### src/rtl/net_sync_controller.sv
// Per-frame network scheduler and race-state sequencer for a two-player kart session.
// Snapshots local state into a 44-bit packet each frame and tracks the peer's packets.
module net_sync_controller #(
  parameter int unsigned TIMEOUT_FRAMES   = 60,
  parameter int unsigned COUNTDOWN_FRAMES = 180
) (
  input  logic        clk_in,
  input  logic        rst_in,
  input  logic        frame_tick_in,
  input  logic [10:0] player_x_in,
  input  logic [10:0] player_y_in,
  input  logic [8:0]  player_dir_in,
  input  logic        start_in,
  input  logic        finish_in,
  input  logic        reset_req_in,
  output logic        tx_valid_out,
  output logic [43:0] tx_data_out,
  input  logic        tx_ready_in,
  input  logic        rx_valid_in,
  input  logic [43:0] rx_data_in,
  output logic [10:0] opp_x_out,
  output logic [10:0] opp_y_out,
  output logic [8:0]  opp_dir_out,
  output logic        link_up_out,
  output logic [2:0]  game_state_out,
  output logic [7:0]  countdown_out,
  output logic        race_reset_out,
  output logic [7:0]  tx_drop_count_out
);

  localparam int unsigned ToW = $clog2(TIMEOUT_FRAMES + 1);
  localparam logic [ToW-1:0] ToMax = ToW'(TIMEOUT_FRAMES);

  typedef enum logic [2:0] {
    StIdle      = 3'd0,
    StReady     = 3'd1,
    StCountdown = 3'd2,
    StRace      = 3'd3,
    StWon       = 3'd4,
    StLost      = 3'd5
  } state_e;

  state_e         state_q, state_d;
  logic [7:0]     cd_q, cd_d;
  logic           tx_valid_q, tx_valid_d;
  logic [43:0]    tx_data_q, tx_data_d;
  logic [2:0]     seq_q, seq_d;
  logic           flag_q, flag_d;
  logic [7:0]     drop_q, drop_d;
  logic [10:0]    opp_x_q, opp_y_q;
  logic [8:0]     opp_dir_q;
  logic [2:0]     opp_state_q, opp_seq_q;
  logic           have_rx_q;
  logic [ToW-1:0] timeout_q;
  logic           race_reset_q;

  logic transfer, accept, session_reset, link_up;

  assign transfer      = tx_valid_q && tx_ready_in;
  // The first packet after reset bypasses the duplicate-seq filter.
  assign accept        = rx_valid_in && (rx_data_in != 44'd0) &&
                         (!have_rx_q || (rx_data_in[10:8] != opp_seq_q));
  assign session_reset = reset_req_in || (accept && rx_data_in[3]);
  assign link_up       = have_rx_q && (timeout_q < ToMax);

  always_comb begin
    seq_d      = transfer ? seq_q + 3'd1 : seq_q;
    flag_d     = reset_req_in ? 1'b1 : (transfer ? 1'b0 : flag_q);
    tx_valid_d = frame_tick_in ? 1'b1 : (transfer ? 1'b0 : tx_valid_q);
    tx_data_d  = tx_data_q;
    drop_d     = drop_q;
    if (frame_tick_in) begin
      tx_data_d = {player_x_in, 1'b0, player_y_in, 1'b0, player_dir_in, seq_d, state_q,
                   1'b0, flag_d, 3'b000};
      if (tx_valid_q && !transfer && drop_q != 8'hff) begin
        drop_d = drop_q + 8'd1;
      end
    end
  end

  always_comb begin
    state_d = state_q;
    cd_d    = cd_q;
    if (session_reset) begin
      state_d = StIdle;
      cd_d    = 8'd0;
    end else begin
      unique case (state_q)
        StIdle: if (start_in) state_d = StReady;
        StReady: begin
          if (link_up && (opp_state_q == 3'd1 || opp_state_q == 3'd2)) begin
            state_d = StCountdown;
            cd_d    = 8'(COUNTDOWN_FRAMES);
          end
        end
        StCountdown: begin
          if (!link_up) begin
            state_d = StReady;
            cd_d    = 8'd0;
          end else if (frame_tick_in) begin
            if (cd_q <= 8'd1) begin
              state_d = StRace;
              cd_d    = 8'd0;
            end else begin
              cd_d = cd_q - 8'd1;
            end
          end
        end
        StRace: begin
          if (finish_in) begin
            state_d = StWon;
          end else if (accept && rx_data_in[7:5] == 3'd4) begin
            state_d = StLost;
          end
        end
        StWon, StLost: if (start_in) state_d = StIdle;
        default: state_d = StIdle;
      endcase
    end
  end

  always_ff @(posedge clk_in) begin
    if (rst_in) begin
      state_q      <= StIdle;
      cd_q         <= 8'd0;
      tx_valid_q   <= 1'b0;
      tx_data_q    <= 44'd0;
      seq_q        <= 3'd0;
      flag_q       <= 1'b0;
      drop_q       <= 8'd0;
      opp_x_q      <= 11'd0;
      opp_y_q      <= 11'd0;
      opp_dir_q    <= 9'd0;
      opp_state_q  <= 3'd0;
      opp_seq_q    <= 3'd0;
      have_rx_q    <= 1'b0;
      timeout_q    <= ToMax;
      race_reset_q <= 1'b0;
    end else begin
      state_q      <= state_d;
      cd_q         <= cd_d;
      tx_valid_q   <= tx_valid_d;
      tx_data_q    <= tx_data_d;
      seq_q        <= seq_d;
      flag_q       <= flag_d;
      drop_q       <= drop_d;
      race_reset_q <= session_reset;
      if (accept) begin
        opp_seq_q <= rx_data_in[10:8];
        have_rx_q <= 1'b1;
        timeout_q <= '0;
      end else if (frame_tick_in && timeout_q < ToMax) begin
        timeout_q <= timeout_q + 1'b1;
      end
      if (session_reset) begin
        opp_x_q     <= 11'd0;
        opp_y_q     <= 11'd0;
        opp_dir_q   <= 9'd0;
        opp_state_q <= 3'd0;
      end else if (accept) begin
        opp_x_q     <= rx_data_in[43:33];
        opp_y_q     <= rx_data_in[31:21];
        opp_dir_q   <= rx_data_in[19:11];
        opp_state_q <= rx_data_in[7:5];
      end
    end
  end

  assign tx_valid_out      = tx_valid_q;
  assign tx_data_out       = tx_data_q;
  assign opp_x_out         = opp_x_q;
  assign opp_y_out         = opp_y_q;
  assign opp_dir_out       = opp_dir_q;
  assign link_up_out       = link_up;
  assign game_state_out    = state_q;
  assign countdown_out     = cd_q;
  assign race_reset_out    = race_reset_q;
  assign tx_drop_count_out = drop_q;

endmodule

### config.mk
export PLATFORM = sky130hd
export DESIGN_NAME = net_sync_controller
export DESIGN_NICKNAME = d
export VERILOG_FILES = /design/src/rtl/net_sync_controller.sv
export SDC_FILE = /design/constraint.sdc
export NUM_CORES = 1
export LEC_CHECK = 0
export CAP_MARGIN = 0
export CORE_MARGIN = 2
export CORE_UTILIZATION = 35
export DETAILED_ROUTE_END_ITERATION = 8
export GPL_TIMING_DRIVEN = 0
export PLACE_DENSITY = 0.67
export SETUP_SLACK_MARGIN = 0.4
export SYNTH_ARGS = -nofsm -noshare
export SYNTH_HDL_FRONTEND = slang
export SYNTH_SLANG_ARGS = --single-unit
### constraint.sdc
create_clock -name clk_in -period 2.6 [get_ports clk_in]
set_clock_uncertainty 0.2 [all_clocks]
set_input_delay 0.52 -clock clk_in [delete_from_list [all_inputs] [get_ports clk_in]]
set_output_delay 0.52 -clock clk_in [all_outputs]
set_load 0.02 [all_outputs]
## Word level (Yosys, flattened, before mapping)

Index checks and enable logic that the tools add are counted.

| cells by class | value |
|---|---|
| reductions and logical operators | 26 |
| eq/ne operators | 16 |
| order comparisons | 2 |
| mux-type cells | 21 |
| add/subtract/negate cells | 4 |

Operator list:

| cell | count |
|---|---|
| nonzero test 44 bit | 1 |
| two-way mux 8 bit | 4 |
| two-way mux 3 bit | 9 |
| case mux 8 bit (2 select lines) | 1 |
| case mux 3 bit (5 select lines) | 1 |
| two-way mux 6 bit | 2 |
| logical AND 1 bit | 10 |
| == test 3 x 2 -> 1 bit, second input constant | 3 |
| == test 3 bit, second input constant | 3 |
| inequality test 3 bit, second input constant | 3 |
| adder 8 x 1 -> 8 bit, second input constant | 1 |
| less-or-equal comparator 8 x 1 -> 1 bit, second input constant | 1 |
| inequality test 8 bit, second input constant | 1 |
| subtractor 8 x 1 -> 8 bit, second input constant | 1 |
| adder 6 x 1 -> 6 bit, second input constant | 1 |
| == test 3 x 1 -> 1 bit, second input constant | 2 |
| < comparator 6 bit, second input constant | 1 |
| inequality test 2 bit, second input constant | 3 |
| AND reduction 6 bit | 1 |
| nonzero test 2 bit | 3 |
| OR reduction 2 bit | 3 |
| two-way mux 1 bit | 4 |
| adder 3 x 1 -> 3 bit, second input constant | 1 |
| logical NOT 3 bit | 1 |
| other kinds (5) | 8 |

| word-level totals | value |
|---|---|
| flip-flop bits (word level) | 107 |
| logic and storage cells | 85 |
| bits of input ports | 83 |

## Longest topological paths before layout

Gate-level depths: netlist of run 1.

| depth | value |
|---|---|
| depth in word-level cells | 7 |
| mapped depth | 7 |

## Least setup slack after synthesis of run 1

OpenSTA, ideal clock, no wires.

| timing | value |
|---|---|
| path type | input -> register |
| from | input port rx_data_in[5] |
| to | register opp_x_q[4] (netlist: opp_x_out[4]) |
| arrival time | 1.906 ns |
| stages on the path | 6 |
| setup slack | 0.423 ns |
| cells stage by stage | nor4_1 > nand4_1 > or3_4 > o211ai_4 > buf_4 > mux2i_1 |

| between the ends | value |
|---|---|
| longest elaborated chain between the ends | 6 |

Ends and longest elaborated chain:

| what | RTL line | text |
|---|---|---|
| start: declaration | 20 | `input logic [43:0] rx_data_in,` |
| nonzero test 44 bit (*) | 61 | `assign accept = rx_valid_in && (rx_data_in != 44'd0) &&` |
| logical AND 1 bit (*) (2 in series) | 61 |  |
| logical AND 1 bit | 63 | `assign session_reset = reset_req_in \|\| (accept && rx_data_in[3]);` |
| logical OR 1 bit | 63 |  |
| OR reduction 2 bit (no source line) | n/a |  |
| end signal: assignment | 161 | `opp_x_q <= rx_data_in[43:33];` |
| end: declaration | 50 | `logic [10:0] opp_x_q, opp_y_q;` |

Every way passes the cells marked *; elsewhere a longest branch is shown, timed or not.
A chain may end at the register's enable or synchronous reset.

## Worst setup path after layout of run 1

| timing | value |
|---|---|
| from | input port rx_data_in[40] |
| to | register opp_state_q[1] |

| between the ends | value |
|---|---|
| longest elaborated chain between the ends | 6 |

Ends and longest elaborated chain:

| what | RTL line | text |
|---|---|---|
| nonzero test 44 bit (*) | 61 |  |
| logical AND 1 bit (*) (2 in series) | 61 |  |
| logical AND 1 bit | 63 |  |
| logical OR 1 bit | 63 |  |
| OR reduction 2 bit (no source line) | n/a |  |
| end signal: assignment | 164 | `opp_state_q <= rx_data_in[7:5];` |
| end: declaration | 52 | `logic [2:0] opp_state_q, opp_seq_q;` |

Marked as above.

==> results.ini, run 1 <==
[sta]
fmax_mhz=463.5
slew_headroom_pct=48.51
tightest_slew_ns=0.7653
period_minus_slack_ns=2.157
finalHoldViolCount=0
post-route-period-util_pct=82.98
setup_viol=0
slew_viol_final=0
rsz0062_at_grt=true

[hold_path]
hold_class=primary input to flop

[synth]
synth_ff_type=dfxtp_1
async_flop_share_pct=0
synth_area_per_cell_sq_um=9.194
syn_inst=500
ys_ff_latch=107
synth.yosys.seq_area_share_pct=46.60
synth_area_sq_mm=0.004597
synthTopCellsByCount=107 x dfxtp_1, 86 x nand2_1, 73 x mux2i_1, 59 x nor2_1, 16 x a21oi_1
yosys.cell_count.top_type=dfxtp_1
yosys_warnings=0
synth_cell_type_count=49
yosys.area.top_type=dfxtp_1
synth_top_area_share_pct=46.60
ys_top_cells_by_area=dfxtp_1 47%, mux2i_1 16%, nand2_1 7.0%
synth_edf_count=0

[worst_setup_path]
worstSetupPathType=primary input to flop
required_ns=2.68
startpoint_type=primary input
arrival_ns=2.24
worstPathMaxFanout=6
crit_path_end_kind=flop

[die]
dieArea_sq_mm=0.01407
die_w_um=118.6
initial_core_util_pct=36.13
fp-row-count=41
ioPinCount=180
die_h_um=118.6
coreArea_sq_mm=0.01272

[power]
powerDensity_mw_per_mm2=527.7
p_leak_nw=2.970
fin_total_pwr_mw=3.780
ir_drop_uv=324.2

[drt]
drc_errors=0
drtIter0Drc=178
postRouteAntennaNets=0
viasPerCell=4.865
vias=4276
firstDrtPassIters=4
drt_wl_total_mm=13.45
routedWlPerCell_um=15.30

[placement]
port_buffers=173
gp_congestion=0.8239
dpl.hpwl_mm=10.06
post-place-cells=850
postPlaceCellArea_sq_mm=0.006563

[clock_network]
postCtsHoldBufs=0
cts.path.max_buffers=2
clkTransAtPathRegs_ns=0.07
cts_max_level=3
clk_latency_ns=0.35
cts_sinks=107
tritoncts=built
cts_made_buffers=9
root_buffer=clkbuf_16

[global_routing]
grt_max_degree=16
grt.total_usage_pct=19.18
grt_pass1_vias=4345
grt_pass1_wl_mm=21.62
antenna_found_initial=0
grt_overflow=0

[cells_and_area]
insertedDiodeCount=0
stdcell_area_sq_mm=0.007163
final_nets=790
area_growth_pct=55.82
fin_cells=879
drive_gt1_share_pct=13.72

[run_status]
status=completed

[job]
drv_cap=0

-- critical path, stage by stage --
cell	delay, ns
dlygate4sd2_1	0.28
nor4_4	0.18
nand2_1	0.10
or3_4	0.40
o211ai_4	0.19
buf_12	0.15
buf_6	0.09
buf_8	0.11
mux2i_1	0.19
-- state kept, by name, indices dropped and copies added (netlist names) --
signal / cells
countdown_out: 8
flag_q: 1
game_state_out: 3
have_rx_q: 1
opp_dir_out: 9
opp_seq_q: 3
opp_state_q: 3
opp_x_out: 11
opp_y_out: 11
race_reset_out: 1
seq_q: 3
timeout_q: 6
tx_data_out: 38
tx_drop_count_out: 8
tx_valid_out: 1
-- cell families (layout without fill, tap and decap cells) --
logic type	Yosys count	after routing	share of synthesized area (%)
fa+ha+maj	5	5	1.361
other cells	1	6	0.08158
compound gates	50	50	7.649
simple gates	205	205	20.39
xor+xnor	16	16	3.048
flops	107	107	46.60
mux	74	74	16.14
buf+inv	42	244	4.736
-- worst paths after layout --
path | slack [ns] | depth (start not counted) | startpoint | end
setup / recovery | 0.44 | 9 | rx_data_in[40] | opp_state_q[1]
hold / removal | 0.21 | 3 | rx_data_in[16] | opp_dir_out[5]
setup reg to reg | 0.52 | 7 | game_state_out[0] | countdown_out[6]
hold reg to reg | 0.26 | 2 | opp_y_out[8] | opp_y_out[8]
-- where the power goes --
part / internal, mW / total (mW) / switching (mW)
Combinational: 0.324 / 0.625 / 0.301
Clock: 0.828 / 1.41 / 0.583
Sequential: 1.70 / 1.75 / 0.0405
-- layer usage --
metal	up-vias	global-route usage (%)	part of all wire (%)
met4	0	7.887	2.2
met5	-	0	0
met1	1984	22.36	41
met2	165	31.65	47
li1	2109	-	-
met3	18	7.143	9.8
-- cell type report --
class                      instances  area (sq um)
fill                            1176          5559
multi-input combinational        356          2416
sequential                       107          2143
timing repair buffer             186          1833
clock buffer                      15         277.8
buffer                            34         217.7
tap                              172         215.2
clock inverter                     1         30.03
inverter                           8         30.03
-- per-stage QoR --
step                setup WS [ns]  utilization [%]  hold WS (ns)  setup TNS, ns
finish                     0.4426            56.30        0.2125              0
global route               0.3534            56.30        0.2088              0
CTS                        0.4050            55.68        0.2106              0
detailed placement        -0.4753            51.58        0.2535         -28.82
global placement          -0.4655            51.58        0.2436         -25.89
floorplan                  0.4229                -        0.2439              0
-- placed cells by master, fill, tap and decap left out, types with 3 or more instances in the layout --
cell type and count:
a211oi_1 5, a21o_1 8, a21oi_1 16, buf_12 3
buf_2 20, buf_4 16, buf_6 4, buf_8 6
clkbuf_1 12, clkbuf_16 9, clkbuf_2 9, clkbuf_8 3
clkdlybuf4s15_1 5, clkdlybuf4s50_1 130, conb_1 6, dfxtp_1 106
dlygate4sd2_1 5, dlymetal6s2s_1 8, ha_1 5, inv_1 8
mux2i_1 73, nand2_1 85, nand2b_1 8, nand3_1 7
nand4_1 8, nor2_1 59, nor3_1 6, nor4_2 4
nor4_4 7, o21ai_0 4, xnor2_1 11, xor2_1 5
-- repair_timing --
item,in CTS,in global routing
buffers inserted,12,0
endpoints found under the setup margin,104,50
resized for setup,121,48
endpoints found under the hold margin,0,0
pin swaps,20,13
gates cloned,1,0
Note: power is estimated with default switching activity, not from simulation.
==> run 2: changes to the inputs <==
==> constraint.sdc (replaced) <==
create_clock -name clk_in -period 2.3 [get_ports clk_in]
set_clock_uncertainty 0.2 [all_clocks]
set_input_delay 0.46 -clock clk_in [delete_from_list [all_inputs] [get_ports clk_in]]
set_output_delay 0.46 -clock clk_in [all_outputs]
set_load 0.02 [all_outputs]
==> results.ini, run 2 (synthesized netlist as in run 1, its figures left out) <==
[cells_and_area]
nFillCells=1158  ; -1.5%
layout_commonest_cell=dlygate4sd2_1
multi_input_area_sq_mm=0.002499  ; +3.4%
post-route-util_pct=58.43  ; +2.1 points
largest_register_ffs=38  ; unchanged
seqCellArea_sq_mm=0.002162  ; +0.88%
area_growth_pct=61.70
drive_gt1_share_pct=19.58  ; +5.9 points
insertedDiodeCount=0  ; unchanged
final_nets=803  ; +1.6%
layout.cells.most_common_list=99 x dlygate4sd2_1, 95 x dfxtp_1, 84 x nand2_1, 71 x mux2i_1, 58 x nor2_1

[clock_network]
clkTransAtPathRegs_ns=0.06  ; about the same
cts_max_level=3  ; unchanged
root_buffer=clkbuf_16
clk_latency_ns=0.34  ; about the same
cts.path.max_buffers=2  ; unchanged
tritoncts=built
cts_made_buffers=9  ; unchanged
cts_sinks=107  ; unchanged

[die]
die_w_um=118.6  ; unchanged
coreArea_sq_mm=0.01272  ; unchanged
initial_core_util_pct=36.13  ; unchanged
dieArea_sq_mm=0.01407  ; unchanged
ioPinCount=180  ; unchanged
die_h_um=118.6  ; unchanged
fp-row-count=41  ; unchanged

[global_routing]
antenna_found_initial=0  ; unchanged
grt_pass1_vias=4481  ; +3.1%
grt_max_degree=16  ; unchanged
grt_pass1_wl_mm=22.25  ; +2.9%
grt_overflow=0  ; unchanged
grt.total_usage_pct=19.49  ; +0.31 points

[power]
p_clk_share_pct=36.4  ; -0.9 points
p_comb_share_pct=17.0  ; +0.5 points
p_switching_mw=1.045  ; +13%
ir_drop_uv=410.8  ; +27%
fin_total_pwr_mw=4.236  ; +12%
p_seq_share_pct=46.5  ; +0.3 points
p_int_mw=3.191  ; +12%
powerDensity_mw_per_mm2=569.8  ; +8.0%
p_leak_nw=3.450  ; +16%
swShare_pct=24.67  ; +0.23 points

[worst_setup_path]
slowest_stage=or3_4
startpoint_type=primary input
cp.depth=8  ; -1
reg2reg_setup_slack_ns=0.32  ; -0.20 ns
required_ns=2.35  ; -0.33 ns
crit_top_cell=buf_12
r2r-end=countdown_out[4]
rr_startpoint=game_state_out[0]
worstSetupPathType=primary input to flop
crit_family=simple AND/OR/NAND/NOR gates
worst-path-buf-inv=3  ; -1
cp_cell_sequence=buf_2 -> nor4_2 -> nand4_1 -> or3_4 -> o211ai_4 -> buf_12 -> buf_12 -> mux2i_2
worstPathMaxFanout=10  ; +4
crit_path_end_kind=flop
crit_path_max_incr_delay_ns=0.44  ; +0.04 ns
r2r_cells=7  ; unchanged
arrival_ns=2.19  ; -0.05 ns

[drt]
postRouteAntennaNets=0  ; unchanged
drc_errors=0  ; unchanged
viasPerCell=4.896  ; +0.64%
firstDrtPassIters=4  ; unchanged
drtIter0Drc=187  ; +5.1%
vias=4367  ; +2.1%
drt_wl_total_mm=13.69  ; +1.7%
routedWlPerCell_um=15.34  ; +0.26%

[sta]
fmax_mhz=468.2
period_minus_slack_ns=2.136
rsz0062_at_grt=true
setup_viol=0  ; unchanged
slew_viol_final=0  ; unchanged
finalHoldViolCount=0  ; unchanged
post-route-period-util_pct=92.87
slew_headroom_pct=50.73  ; +2.2 points
tightest_slew_ns=0.7324  ; -0.03293 ns

[placement]
dpl.hpwl_mm=9.803  ; -2.5%
gp_congestion=0.8150  ; -1.1%
port_buffers=173  ; unchanged

[hold_path]
worstHoldPathCells=3  ; unchanged
min-delay-start=rx_data_in[17]
hold_class=primary input to flop
worstHoldEndpoint=opp_dir_out[6]

[run_status]
status=completed

[job]
drv_cap=0  ; unchanged

## run 2: how the worst max path moves through the flow
stage	startpoint	to	slack (ns)
after floorplan	rx_data_in[10]	opp_dir_out[0]	0.24
after global placement	rx_data_in[10]	opp_x_out[8]	-0.60
after detailed placement	rx_data_in[10]	opp_y_out[8]	-0.61
after CTS	timeout_q[3]	link_up_out	0.18
after global routing	rx_data_in[27]	opp_y_out[5]	0.07
final	rx_data_in[23]	opp_dir_out[5]	0.16
## run 2: what timing repair did
item | 4_1_cts | 5_1_grt
hold buffers | 0 | 0
setup endpoints to repair | 196 | 75
cloned | 4 | 1
setup buffers | 18 | 3
pin swaps | 35 | 19
gates resized for setup | 250 | 47
## run 2: worst reg2reg max path, delay by kind of cell, from the launching register on
family          cells  cell delay [ns]
flops               1             0.33
buf+inv             2             0.27
simple gates        2             0.49
compound gates      3             0.64
## run 2: final cells by class
cell class              instances  share of cell area (%)
plain buffers                  34                   4.360
inverters                       8                  0.4040
multi-input cells             356                   33.61
well taps                     172                   2.895
flip-flops and latches        107                   29.09
repair buffers                199                   25.57
clock buffers                  16                   4.073
## run 2: metal layers
metal  GRT usage, %  wire length [um]  up-vias
met1          23.07              5787     2038
met5              0                 0        -
met2          32.26              6530      170
met3          6.178              1084       20
li1               -                 -     2139
met4          8.631               283        0
## run 2: power by group through the flow
stage	sequential, mW	combinational, mW	clock, mW
2_1_floorplan	2.08	0.252	0
3_3_place_gp	2.01	0.652	0
3_5_place_dp	2.01	0.662	0
4_1_cts	1.97	0.708	1.59
5_1_grt	1.98	0.775	1.65
6_report	1.97	0.722	1.54
## run 2: stage by stage
step                instances  TNS, ns  area (sq um)  worst slack (ns)  hold slack (ns)
detailed placement        850   -51.12          6640           -0.6135           0.2523
floorplan                 505        0          4693            0.2368           0.2439
finish                    892        0          7433            0.1640           0.1681
CTS                       888        0          7310            0.1845           0.1476
global route              892        0          7433           0.07271           0.1771
global placement          850   -47.83          6640           -0.6023           0.2443
